<file path="config.mk">
export PLATFORM = sky130hd
export DESIGN_NAME = writeback_merge_arbiter_flat
export DESIGN_NICKNAME = d
export VERILOG_FILES = /design/src/rtl/writeback_merge_arbiter_if.sv /design/src/rtl/writeback_merge_arbiter.sv /design/src/flat_wrapper.sv
export SDC_FILE = /design/constraint.sdc
export NUM_CORES = 2
export LEC_CHECK = 0
export ABC_AREA = 1
export BUFFER_PORTS_ARGS = -buffer_cell sky130_fd_sc_hd__buf_2
export CAP_MARGIN = 20
export CORE_MARGIN = 10
export CORE_UTILIZATION = 35
export DETAILED_ROUTE_END_ITERATION = 10
export HOLD_SLACK_MARGIN = 0.06
export PLACE_DENSITY = 0.54
export SETUP_SLACK_MARGIN = 0.2
export SYNTH_ARGS = -nofsm -noshare
export SYNTH_HDL_FRONTEND = slang
export SYNTH_SLANG_ARGS = --single-unit
</file>
<file path="constraint.sdc">
create_clock -name clock_i -period 8.01 [get_ports clock_i]
set_input_delay 1.602 -clock clock_i [delete_from_list [all_inputs] [get_ports clock_i]]
set_output_delay 1.602 -clock clock_i [all_outputs]
set_load 0.01 [all_outputs]
</file>
<file path="src/rtl/writeback_merge_arbiter_if.sv">
// ============================================================================
// writeback_merge_arbiter_if : per-unit request bus and merged writeback port
// Revision 1.0 - initial release
// ============================================================================
`default_nettype none

interface writeback_merge_arbiter_if #(
    parameter int NUM_UNITS       = 4,
    parameter int REG_WIDTH       = 5,
    parameter int DATA_WIDTH      = 64,
    parameter int UNIT_CODE_WIDTH = 3
);
    logic [NUM_UNITS-1:0]                 valid_i;
    logic [NUM_UNITS-1:0]                 ready_o;
    logic [NUM_UNITS-1:0]                 overflow_o;
    logic [NUM_UNITS*UNIT_CODE_WIDTH-1:0] unitCode_i;
    logic [NUM_UNITS-1:0]                 reg1En_i;
    logic [NUM_UNITS-1:0]                 reg2En_i;
    logic [NUM_UNITS*REG_WIDTH-1:0]       reg1Addr_i;
    logic [NUM_UNITS*REG_WIDTH-1:0]       reg2Addr_i;
    logic [NUM_UNITS*DATA_WIDTH-1:0]      reg1Val_i;
    logic [NUM_UNITS*DATA_WIDTH-1:0]      reg2Val_i;
    logic                                 wbReady_i;
    logic                                 valid_o;
    logic [UNIT_CODE_WIDTH-1:0]           functionalUnitCode_o;
    logic                                 reg1WritebackEnable_o;
    logic                                 reg2WritebackEnable_o;
    logic [REG_WIDTH-1:0]                 reg1WritebackAddress_o;
    logic [REG_WIDTH-1:0]                 reg2WritebackAddress_o;
    logic [DATA_WIDTH-1:0]                reg1WritebackVal_o;
    logic [DATA_WIDTH-1:0]                reg2WritebackVal_o;

    modport slave (
        input  valid_i, unitCode_i, reg1En_i, reg2En_i, reg1Addr_i, reg2Addr_i,
               reg1Val_i, reg2Val_i, wbReady_i,
        output ready_o, overflow_o, valid_o, functionalUnitCode_o,
               reg1WritebackEnable_o, reg2WritebackEnable_o,
               reg1WritebackAddress_o, reg2WritebackAddress_o,
               reg1WritebackVal_o, reg2WritebackVal_o
    );

    modport master (
        output valid_i, unitCode_i, reg1En_i, reg2En_i, reg1Addr_i, reg2Addr_i,
               reg1Val_i, reg2Val_i, wbReady_i,
        input  ready_o, overflow_o, valid_o, functionalUnitCode_o,
               reg1WritebackEnable_o, reg2WritebackEnable_o,
               reg1WritebackAddress_o, reg2WritebackAddress_o,
               reg1WritebackVal_o, reg2WritebackVal_o
    );
endinterface

`default_nettype wire

</file>
<file path="src/rtl/writeback_merge_arbiter.sv">
// ============================================================================
// writeback_merge_arbiter : per-unit FIFOs merged round-robin onto one
// registered writeback port with backpressure and flush.
// Revision 1.0 - initial release
// ============================================================================
`default_nettype none

module writeback_merge_arbiter #(
    parameter int NUM_UNITS       = 4,
    parameter int DEPTH           = 4,
    parameter int REG_WIDTH       = 5,
    parameter int DATA_WIDTH      = 64,
    parameter int UNIT_CODE_WIDTH = 3
) (
    input  logic                       clock_i,
    input  logic                       reset_i,
    input  logic                       flush_i,
    writeback_merge_arbiter_if.slave   wb
);
    localparam int PTR_W = $clog2(DEPTH);
    localparam int CNT_W = PTR_W + 1;
    localparam int UW    = $clog2(NUM_UNITS);

    typedef struct packed {
        logic [UNIT_CODE_WIDTH-1:0] code;
        logic                       en1;
        logic                       en2;
        logic [REG_WIDTH-1:0]       addr1;
        logic [REG_WIDTH-1:0]       addr2;
        logic [DATA_WIDTH-1:0]      val1;
        logic [DATA_WIDTH-1:0]      val2;
    } entry_t;

    typedef logic [UW:0] uext_t;

    entry_t               mem_q    [NUM_UNITS][DEPTH];
    entry_t               mem_d    [NUM_UNITS][DEPTH];
    logic [PTR_W-1:0]     wr_ptr_q [NUM_UNITS];
    logic [PTR_W-1:0]     wr_ptr_d [NUM_UNITS];
    logic [PTR_W-1:0]     rd_ptr_q [NUM_UNITS];
    logic [PTR_W-1:0]     rd_ptr_d [NUM_UNITS];
    logic [CNT_W-1:0]     count_q  [NUM_UNITS];
    logic [CNT_W-1:0]     count_d  [NUM_UNITS];
    entry_t               in_entry [NUM_UNITS];
    logic [NUM_UNITS-1:0] overflow_q, overflow_d;
    logic [NUM_UNITS-1:0] not_full, push, pop;
    logic [UW-1:0]        rr_q, rr_d, grant, rr_after_grant;
    logic                 found, load;
    entry_t               out_q, out_d;
    logic                 valid_q, valid_d;

    // First non-empty FIFO at or after the round-robin pointer, wrapping.
    always_comb begin
        uext_t idx;
        uext_t nxt;
        found = 1'b0;
        grant = '0;
        idx   = '0;
        for (int i = 0; i < NUM_UNITS; i++) begin
            idx = uext_t'(rr_q) + uext_t'(i);
            if (idx >= uext_t'(NUM_UNITS)) idx = idx - uext_t'(NUM_UNITS);
            if (!found && count_q[idx[UW-1:0]] != '0) begin
                found = 1'b1;
                grant = idx[UW-1:0];
            end
        end
        nxt            = uext_t'(grant) + uext_t'(1);
        rr_after_grant = (nxt == uext_t'(NUM_UNITS)) ? '0 : nxt[UW-1:0];
    end

    always_comb begin
        load       = !valid_q || wb.wbReady_i;
        mem_d      = mem_q;
        wr_ptr_d   = wr_ptr_q;
        rd_ptr_d   = rd_ptr_q;
        count_d    = count_q;
        overflow_d = overflow_q;
        out_d      = out_q;
        valid_d    = valid_q;
        rr_d       = rr_q;
        for (int k = 0; k < NUM_UNITS; k++) begin
            in_entry[k].code  = wb.unitCode_i[k*UNIT_CODE_WIDTH +: UNIT_CODE_WIDTH];
            in_entry[k].en1   = wb.reg1En_i[k];
            in_entry[k].en2   = wb.reg2En_i[k];
            in_entry[k].addr1 = wb.reg1Addr_i[k*REG_WIDTH +: REG_WIDTH];
            in_entry[k].addr2 = wb.reg2Addr_i[k*REG_WIDTH +: REG_WIDTH];
            in_entry[k].val1  = wb.reg1Val_i[k*DATA_WIDTH +: DATA_WIDTH];
            in_entry[k].val2  = wb.reg2Val_i[k*DATA_WIDTH +: DATA_WIDTH];
            not_full[k] = (count_q[k] != CNT_W'(DEPTH));
            push[k] = !flush_i && wb.valid_i[k] && not_full[k]
                      && (wb.reg1En_i[k] || wb.reg2En_i[k]);
            pop[k]  = !flush_i && load && found && (grant == UW'(k));
            if (!flush_i && wb.valid_i[k] && !not_full[k]) overflow_d[k] = 1'b1;
            if (push[k]) begin
                mem_d[k][wr_ptr_q[k]] = in_entry[k];
                wr_ptr_d[k] = wr_ptr_q[k] + PTR_W'(1);
            end
            if (pop[k]) rd_ptr_d[k] = rd_ptr_q[k] + PTR_W'(1);
            if (push[k] && !pop[k])      count_d[k] = count_q[k] + CNT_W'(1);
            else if (pop[k] && !push[k]) count_d[k] = count_q[k] - CNT_W'(1);
            if (flush_i) begin
                count_d[k]  = '0;
                wr_ptr_d[k] = '0;
                rd_ptr_d[k] = '0;
            end
        end
        if (flush_i) begin
            valid_d = 1'b0;
            rr_d    = '0;
        end else if (load) begin
            valid_d = found;
            if (found) begin
                out_d = mem_q[grant][rd_ptr_q[grant]];
                rr_d  = rr_after_grant;
            end
        end
    end

    always_ff @(posedge clock_i or negedge reset_i) begin
        if (!reset_i) begin
            for (int k = 0; k < NUM_UNITS; k++) begin
                for (int d = 0; d < DEPTH; d++) mem_q[k][d] <= '0;
                wr_ptr_q[k] <= '0;
                rd_ptr_q[k] <= '0;
                count_q[k]  <= '0;
            end
            overflow_q <= '0;
            out_q      <= '0;
            valid_q    <= 1'b0;
            rr_q       <= '0;
        end else begin
            mem_q      <= mem_d;
            wr_ptr_q   <= wr_ptr_d;
            rd_ptr_q   <= rd_ptr_d;
            count_q    <= count_d;
            overflow_q <= overflow_d;
            out_q      <= out_d;
            valid_q    <= valid_d;
            rr_q       <= rr_d;
        end
    end

    assign wb.ready_o                = not_full;
    assign wb.overflow_o             = overflow_q;
    assign wb.valid_o                = valid_q;
    assign wb.functionalUnitCode_o   = out_q.code;
    assign wb.reg1WritebackEnable_o  = out_q.en1;
    assign wb.reg2WritebackEnable_o  = out_q.en2;
    assign wb.reg1WritebackAddress_o = out_q.addr1;
    assign wb.reg2WritebackAddress_o = out_q.addr2;
    assign wb.reg1WritebackVal_o     = out_q.val1;
    assign wb.reg2WritebackVal_o     = out_q.val2;

endmodule

`default_nettype wire

</file>
<file path="src/flat_wrapper.sv">
// flat-port wrapper written by rule: the top's interface ports become plain ports
module writeback_merge_arbiter_flat 
#(
    parameter int NUM_UNITS       = 4,
    parameter int DEPTH           = 4,
    parameter int REG_WIDTH       = 5,
    parameter int DATA_WIDTH      = 64,
    parameter int UNIT_CODE_WIDTH = 3
)
  (clock_i, reset_i, flush_i, wb_valid_i, wb_unitCode_i, wb_reg1En_i, wb_reg2En_i, wb_reg1Addr_i, wb_reg2Addr_i, wb_reg1Val_i, wb_reg2Val_i, wb_wbReady_i, wb_ready_o, wb_overflow_o, wb_valid_o, wb_functionalUnitCode_o, wb_reg1WritebackEnable_o, wb_reg2WritebackEnable_o, wb_reg1WritebackAddress_o, wb_reg2WritebackAddress_o, wb_reg1WritebackVal_o, wb_reg2WritebackVal_o);
  writeback_merge_arbiter_if #(.NUM_UNITS(NUM_UNITS), .REG_WIDTH(REG_WIDTH), .DATA_WIDTH(DATA_WIDTH), .UNIT_CODE_WIDTH(UNIT_CODE_WIDTH)) wb_i ();
  input  logic clock_i;
  input  logic reset_i;
  input  logic flush_i;
  input wire logic [$bits(wb_i.valid_i)-1:0] wb_valid_i;
  input wire logic [$bits(wb_i.unitCode_i)-1:0] wb_unitCode_i;
  input wire logic [$bits(wb_i.reg1En_i)-1:0] wb_reg1En_i;
  input wire logic [$bits(wb_i.reg2En_i)-1:0] wb_reg2En_i;
  input wire logic [$bits(wb_i.reg1Addr_i)-1:0] wb_reg1Addr_i;
  input wire logic [$bits(wb_i.reg2Addr_i)-1:0] wb_reg2Addr_i;
  input wire logic [$bits(wb_i.reg1Val_i)-1:0] wb_reg1Val_i;
  input wire logic [$bits(wb_i.reg2Val_i)-1:0] wb_reg2Val_i;
  input wire logic [$bits(wb_i.wbReady_i)-1:0] wb_wbReady_i;
  output wire logic [$bits(wb_i.ready_o)-1:0] wb_ready_o;
  output wire logic [$bits(wb_i.overflow_o)-1:0] wb_overflow_o;
  output wire logic [$bits(wb_i.valid_o)-1:0] wb_valid_o;
  output wire logic [$bits(wb_i.functionalUnitCode_o)-1:0] wb_functionalUnitCode_o;
  output wire logic [$bits(wb_i.reg1WritebackEnable_o)-1:0] wb_reg1WritebackEnable_o;
  output wire logic [$bits(wb_i.reg2WritebackEnable_o)-1:0] wb_reg2WritebackEnable_o;
  output wire logic [$bits(wb_i.reg1WritebackAddress_o)-1:0] wb_reg1WritebackAddress_o;
  output wire logic [$bits(wb_i.reg2WritebackAddress_o)-1:0] wb_reg2WritebackAddress_o;
  output wire logic [$bits(wb_i.reg1WritebackVal_o)-1:0] wb_reg1WritebackVal_o;
  output wire logic [$bits(wb_i.reg2WritebackVal_o)-1:0] wb_reg2WritebackVal_o;
  assign wb_i.valid_i = wb_valid_i;
  assign wb_i.unitCode_i = wb_unitCode_i;
  assign wb_i.reg1En_i = wb_reg1En_i;
  assign wb_i.reg2En_i = wb_reg2En_i;
  assign wb_i.reg1Addr_i = wb_reg1Addr_i;
  assign wb_i.reg2Addr_i = wb_reg2Addr_i;
  assign wb_i.reg1Val_i = wb_reg1Val_i;
  assign wb_i.reg2Val_i = wb_reg2Val_i;
  assign wb_i.wbReady_i = wb_wbReady_i;
  assign wb_ready_o = wb_i.ready_o;
  assign wb_overflow_o = wb_i.overflow_o;
  assign wb_valid_o = wb_i.valid_o;
  assign wb_functionalUnitCode_o = wb_i.functionalUnitCode_o;
  assign wb_reg1WritebackEnable_o = wb_i.reg1WritebackEnable_o;
  assign wb_reg2WritebackEnable_o = wb_i.reg2WritebackEnable_o;
  assign wb_reg1WritebackAddress_o = wb_i.reg1WritebackAddress_o;
  assign wb_reg2WritebackAddress_o = wb_i.reg2WritebackAddress_o;
  assign wb_reg1WritebackVal_o = wb_i.reg1WritebackVal_o;
  assign wb_reg2WritebackVal_o = wb_i.reg2WritebackVal_o;
  writeback_merge_arbiter #(.NUM_UNITS(NUM_UNITS), .DEPTH(DEPTH), .REG_WIDTH(REG_WIDTH), .DATA_WIDTH(DATA_WIDTH), .UNIT_CODE_WIDTH(UNIT_CODE_WIDTH)) u_core (.clock_i(clock_i), .reset_i(reset_i), .flush_i(flush_i), .wb(wb_i));
endmodule
</file>
# After elaboration in Yosys (flattened, before gate mapping)
# Index checks and enable logic that the tools add are counted.
# word_totals
output_inout_bits	152
register_bits	2466
wordCells	357
# classes
reduce_logical	80
n_eq_ne	8
n_addsub	24
order_cmp	18
mux	79
n_bitwise	11
# op_table
operator	n
bitwise mux 572 bit	4
binary-select mux 572 bit (select 2 bit)	1
demux 143 bit (select 2 bit)	4
2-to-1 mux 572 bit	2
2-to-1 mux 143 bit	6
binary-select mux 143 bit (select 2 bit)	1
2-to-1 mux 2 bit	30
2-to-1 mux 3 bit	20
greater-or-equal comparator 3 bit, second input constant	13
logical AND 1 bit	37
inverter 2 -> 3 bit	10
binary-select mux 3 bit (select 2 bit)	4
nonzero test 3 bit	8
nonzero test 2 bit	10
zero test 1 bit	17
adder 2 x 1 -> 2 bit, second input constant	8
adder 3 x 1 -> 3 bit, second input constant	4
< comparator 3 x 1 -> 1 bit, second input constant	4
inequality test 3 bit, second input constant	4
subtractor 3 x 1 -> 3 bit, second input constant	4
subtractor 2 x 1 -> 2 bit, second input constant	4
adder 2 x 1 -> 3 bit, second input constant	2
adder 2 x 2 -> 3 bit, second input constant	2
2-to-1 mux 1 bit	6
10 further kinds	15

# Longest topological paths before layout
# logic_depth
ltp_word	25
mapped_depth	24
ltp_nobuf	20

# Least setup slack after synthesis
# OpenSTA, ideal clock, no wires.
# synth_path
path_type	in2reg
startpoint	input port flush_i
endpoint	register u_core.mem_q[1001] in the netlist's numbering
stages	8
slack_ps	4525
arrival_ps	3360
required_time_ps	7885
n_path_buf	2
cell_sequence	clkinv_1 -> nand2_1 -> nor2_1 -> nand2_1 -> nor2_1 -> clkbuf_1 -> clkbuf_1 -> mux2_2
# synth_between
elab_chain_len	4
# synth_rtl
item	line	text
start, declared	flat_wrapper.sv:14	input logic flush_i;
zero test 1 bit	writeback_merge_arbiter.sv:90	push[k] = !flush_i && wb.valid_i[k] && not_full[k]
logical AND 1 bit (2 in series)	writeback_merge_arbiter.sv:90	
logical AND 1 bit	writeback_merge_arbiter.sv:91	&& (wb.reg1En_i[k] || wb.reg2En_i[k]);
end signal, assigned	writeback_merge_arbiter.sv:132	mem_q <= mem_d;
end, declared	writeback_merge_arbiter.sv:36	entry_t mem_q [NUM_UNITS][DEPTH];
# Every way passes these cells.
# A chain may end at the register's enable or synchronous reset.

# Worst setup path in the final report
# layout_path
startpoint	register u_core.rr_q[0]
endpoint	register u_core.out_q, in the netlist u_core.wb.reg2WritebackVal_o[53]
# layout_between
elab_chain_len	25
# layout_rtl
item	line	text
start, declared	writeback_merge_arbiter.sv:47	logic [UW-1:0] rr_q, rr_d, grant, rr_after_grant;
start signal, assigned	writeback_merge_arbiter.sv:139	rr_q <= rr_d;
branches (longest 25 deep; another with adder 2 x 1 -> 3 bit)	-	
end signal, assigned	writeback_merge_arbiter.sv:137	out_q <= out_d;
end, declared	writeback_merge_arbiter.sv:49	entry_t out_q, out_d;
# Parallel ways; which one is timed is not known. The select of a mux whose other input is x is not followed.

==> metrics <==
run status=finished, final reports clean; Fin. Hold Viols=0; Synth Area in Compound Gates=0.00250; initial antenna violation count=242; IO Port Bufs=~730; post-synthesis cell count=11.4k; DIE HEIGHT=597 µm; fraction of layout cells with a size suffix above 1=0.305; count of clock tree sinks=~2.5k; max-slew violation count=0; Core Footprint=0.331 mm²; drt pass-1 iters=6; Routability Congestion=between 0.7 and 0.8; most instantiated cells after synthesis=nand2_1, nand3_1, dfrtp_1; first-pass GRT wire length=617000 µm; crit path DAT=6.87 ns; mux share of post-synthesis cell area=0.221; relative slew slack=0.119; Main synth FF type=dfrtp_1; pre-CTS setup slack=around 2.0 ns; die area=0.356 mm²; worst path required time=8.80 ns; clock buffer depth=4; critical path class=reg -> reg; GR Util All Layers=0.226; nets=12.3k; Max-Cap Viols=0; post_cts resized=0; CP Launch Type=register; asr flop ratio synth=1.00; Post-synth EDFFs=0; vias in the first global route=88.0k; Max FO, Critical Path=190; Yosys warning total=0; share of the synthesized area in the top cell type=0.530; root buffer cell=clkbuf_16; biggest cell delay along the critical path=0.83 ns; setup TNS=0 ns; clk_lat worst skew=0.89 ns; syn nets=between 10k and 15k; Post-route DRC=0; cell mode on critical path=nand2_1; largest area contributor in the netlist=dfrtp_1; TritonCTS clock tree=done; WL per Instance=25.5 µm; largest net degree at the start of global routing=193; Final min period=6.07 ns; Initial Utilization=0.352; Synth area leaders=dfrtp_1, mux2_2, nand3_1; sequential cell area fraction in the yosys report=0.530; most common cell in the netlist=nand2_1; chip width=597 µm; Antenna Nets Post-Route=0; post-DP HPWL=approximately 240000 µm; fin crit share=0.758; combinational family with the most area after synthesis=multiplexers; number of top-level pins=732; CP endpoint kind=register; final setup margin=between 1.5 and 2 ns; Layout area overhead=14.8%; post-synthesis cell type count=28; Mapped Area=between 0.1 and 0.15 mm²; total number of vias=89.0k; Worst-Margin Slew=roughly 1.3 ns; WL final=around 420000 µm; Reg clk slew, reported paths=around 0.06 ns; GRT overflow=0; Final Setup Violations=0; Hold Buf Count CTS=0; critical-path cell list=inv_2 -> nand2_1 -> nand2_1 -> nor2_1 -> nand2_1 -> nand2_1 -> nand3_1 -> nand2_1 -> nand2_8 -> nand2_4 -> buf_12 -> buf_4 -> buf_12 -> nand2_1 -> nand3_1 -> nand2_1 -> nand2_1 -> nand3_1 -> nand2_1 -> nand2_1 -> nand2_1; worst hold path class=reg -> reg; CTS buffer count=289; RSZ-0062 raised after global routing=false; syn_area_per_cell=10.2 µm²; Synth Area in XOR/XNOR=0.0000752; H-tree depth=5; Peak Freq=165 MHz; drt initial violations=7885; Setup Fix Bufs, Post-CTS=0; DR vias/cell=5.42; Post-Synth Adder-Cell Area=0.00283; Rows=211; Slowest cell on crit path=nand2_4; synthesis-stage register bit count=roughly 2.5k; Synth Area in Simple Gates=0.209; clock skew=0.0555 ns
==> metal layers <==
metal	share of wire	routed length, µm	GRT usage
met1	0.44	186000	0.310
met2	0.46	190000	0.352
met3	0.064	26900	0.0502
met4	0.033	14000	0.0802
met5	0.0025	1030	0
==> cell families (layout without fill, tap and decap cells) <==
kind of cell | count (synthesis) | after routing
AO/OA/AOI/OAI | 51 | 51
buffers and inverters | 946 | 1466
XOR/XNOR | 1 | 1
other | 0 | 128
adder cells (fa/ha/maj) | 24 | 24
AND/OR/NAND/NOR | 5625 | 5625
flip-flops | 2466 | 2466
multiplexers | 2288 | 2288
==> layout by cell type (no fill, tap or decap), types with 2 or more instances in the layout <==
master and instances:
clkinvlp_4 8, fa_1 4, nor2_4 17, nand2_1 2959
a211oi_1 3, nand2_8 2, inv_16 3, clkbuf_1 73
clkbuf_16 296, o21bai_1 7, o21ai_0 19, ha_1 20
inv_1 68, buf_12 56, bufinv_16 15, nand2_4 5
clkinv_8 7, mux2_2 2288, buf_4 95, buf_2 730
buf_16 2, nor2_1 42, clkbuf_8 60, diode_2 128
nand3_4 2, inv_6 10, o22ai_1 5, nand3_1 2597
dfrtp_1 2466, clkinv_2 39, a21oi_1 14
==> sequential cells by signal, summed over array words and instances, names as in the netlist <==
name	flops
u_core.rr_q	2
u_core.wb.reg2WritebackEnable_o	1
u_core.wb.reg2WritebackAddress_o	5
u_core.wb.valid_o	1
u_core.wb.reg1WritebackEnable_o	1
u_core.rd_ptr_q	8
u_core.wb.reg2WritebackVal_o	64
u_core.wr_ptr_q	8
u_core.count_q	12
u_core.wb.overflow_o	4
u_core.wb.reg1WritebackAddress_o	5
u_core.wb.reg1WritebackVal_o	64
u_core.mem_q	2288
u_core.wb.functionalUnitCode_o	3
==> worst max-delay path: cells and delay by family, from the launching register on <==
| family | cells | cell delay, ns |
|---|---|---|
| DFF | 1 | 0.55 |
| and+or+nand+nor | 17 | 2.85 |
| buffers and inverters | 4 | 2.13 |
==> final timing paths <==
| path | start | end | slack (ns) | depth (start not counted) |
|---|---|---|---|---|
| worst min register to register | u_core.wb.reg1WritebackVal_o[44] | u_core.wb.reg1WritebackVal_o[44] | 0.47 | 2 |
| max in group asynchronous | reset_i | u_core.mem_q[686] | 5.45 | 3 |
| worst max-delay path | u_core.rr_q[0] | u_core.wb.reg2WritebackVal_o[53] | 1.94 | 21 |
| worst max register to register | u_core.rr_q[0] | u_core.wb.reg2WritebackVal_o[53] | 1.94 | 21 |
| min in group asynchronous | reset_i | u_core.mem_q[920] | 0.76 | 1 |
| worst min-delay path | u_core.wb.reg1WritebackVal_o[44] | u_core.wb.reg1WritebackVal_o[44] | 0.47 | 2 |
==> final cells by class <==
cell class | instances | area [µm²]
diodes | 128 | 320
clock buffers | 429 | 8510
clock inverters | 83 | 976
fillers | 32500 | 197000
inverters | 71 | 274
multi-input cells | 7989 | 51000
flip-flops and latches | 2466 | 61700
well taps | 4366 | 5460
repair buffers | 883 | 5540
==> through the flow <==
stage | hold slack, ns | util | cells | instance area, µm²
global route | 0.483 | 0.404 | 16400 | 134000
detailed placement | 0.460 | 0.374 | 15800 | 124000
floorplan | 0.434 | - | 11400 | 117000
finish | 0.469 | 0.404 | 16400 | 134000
global placement | 0.458 | 0.374 | 15800 | 124000
CTS | 0.476 | 0.403 | 16300 | 133000
Power is not shown: default switching activity piles up to over one toggle a cycle in this logic, so the estimate is an artifact.
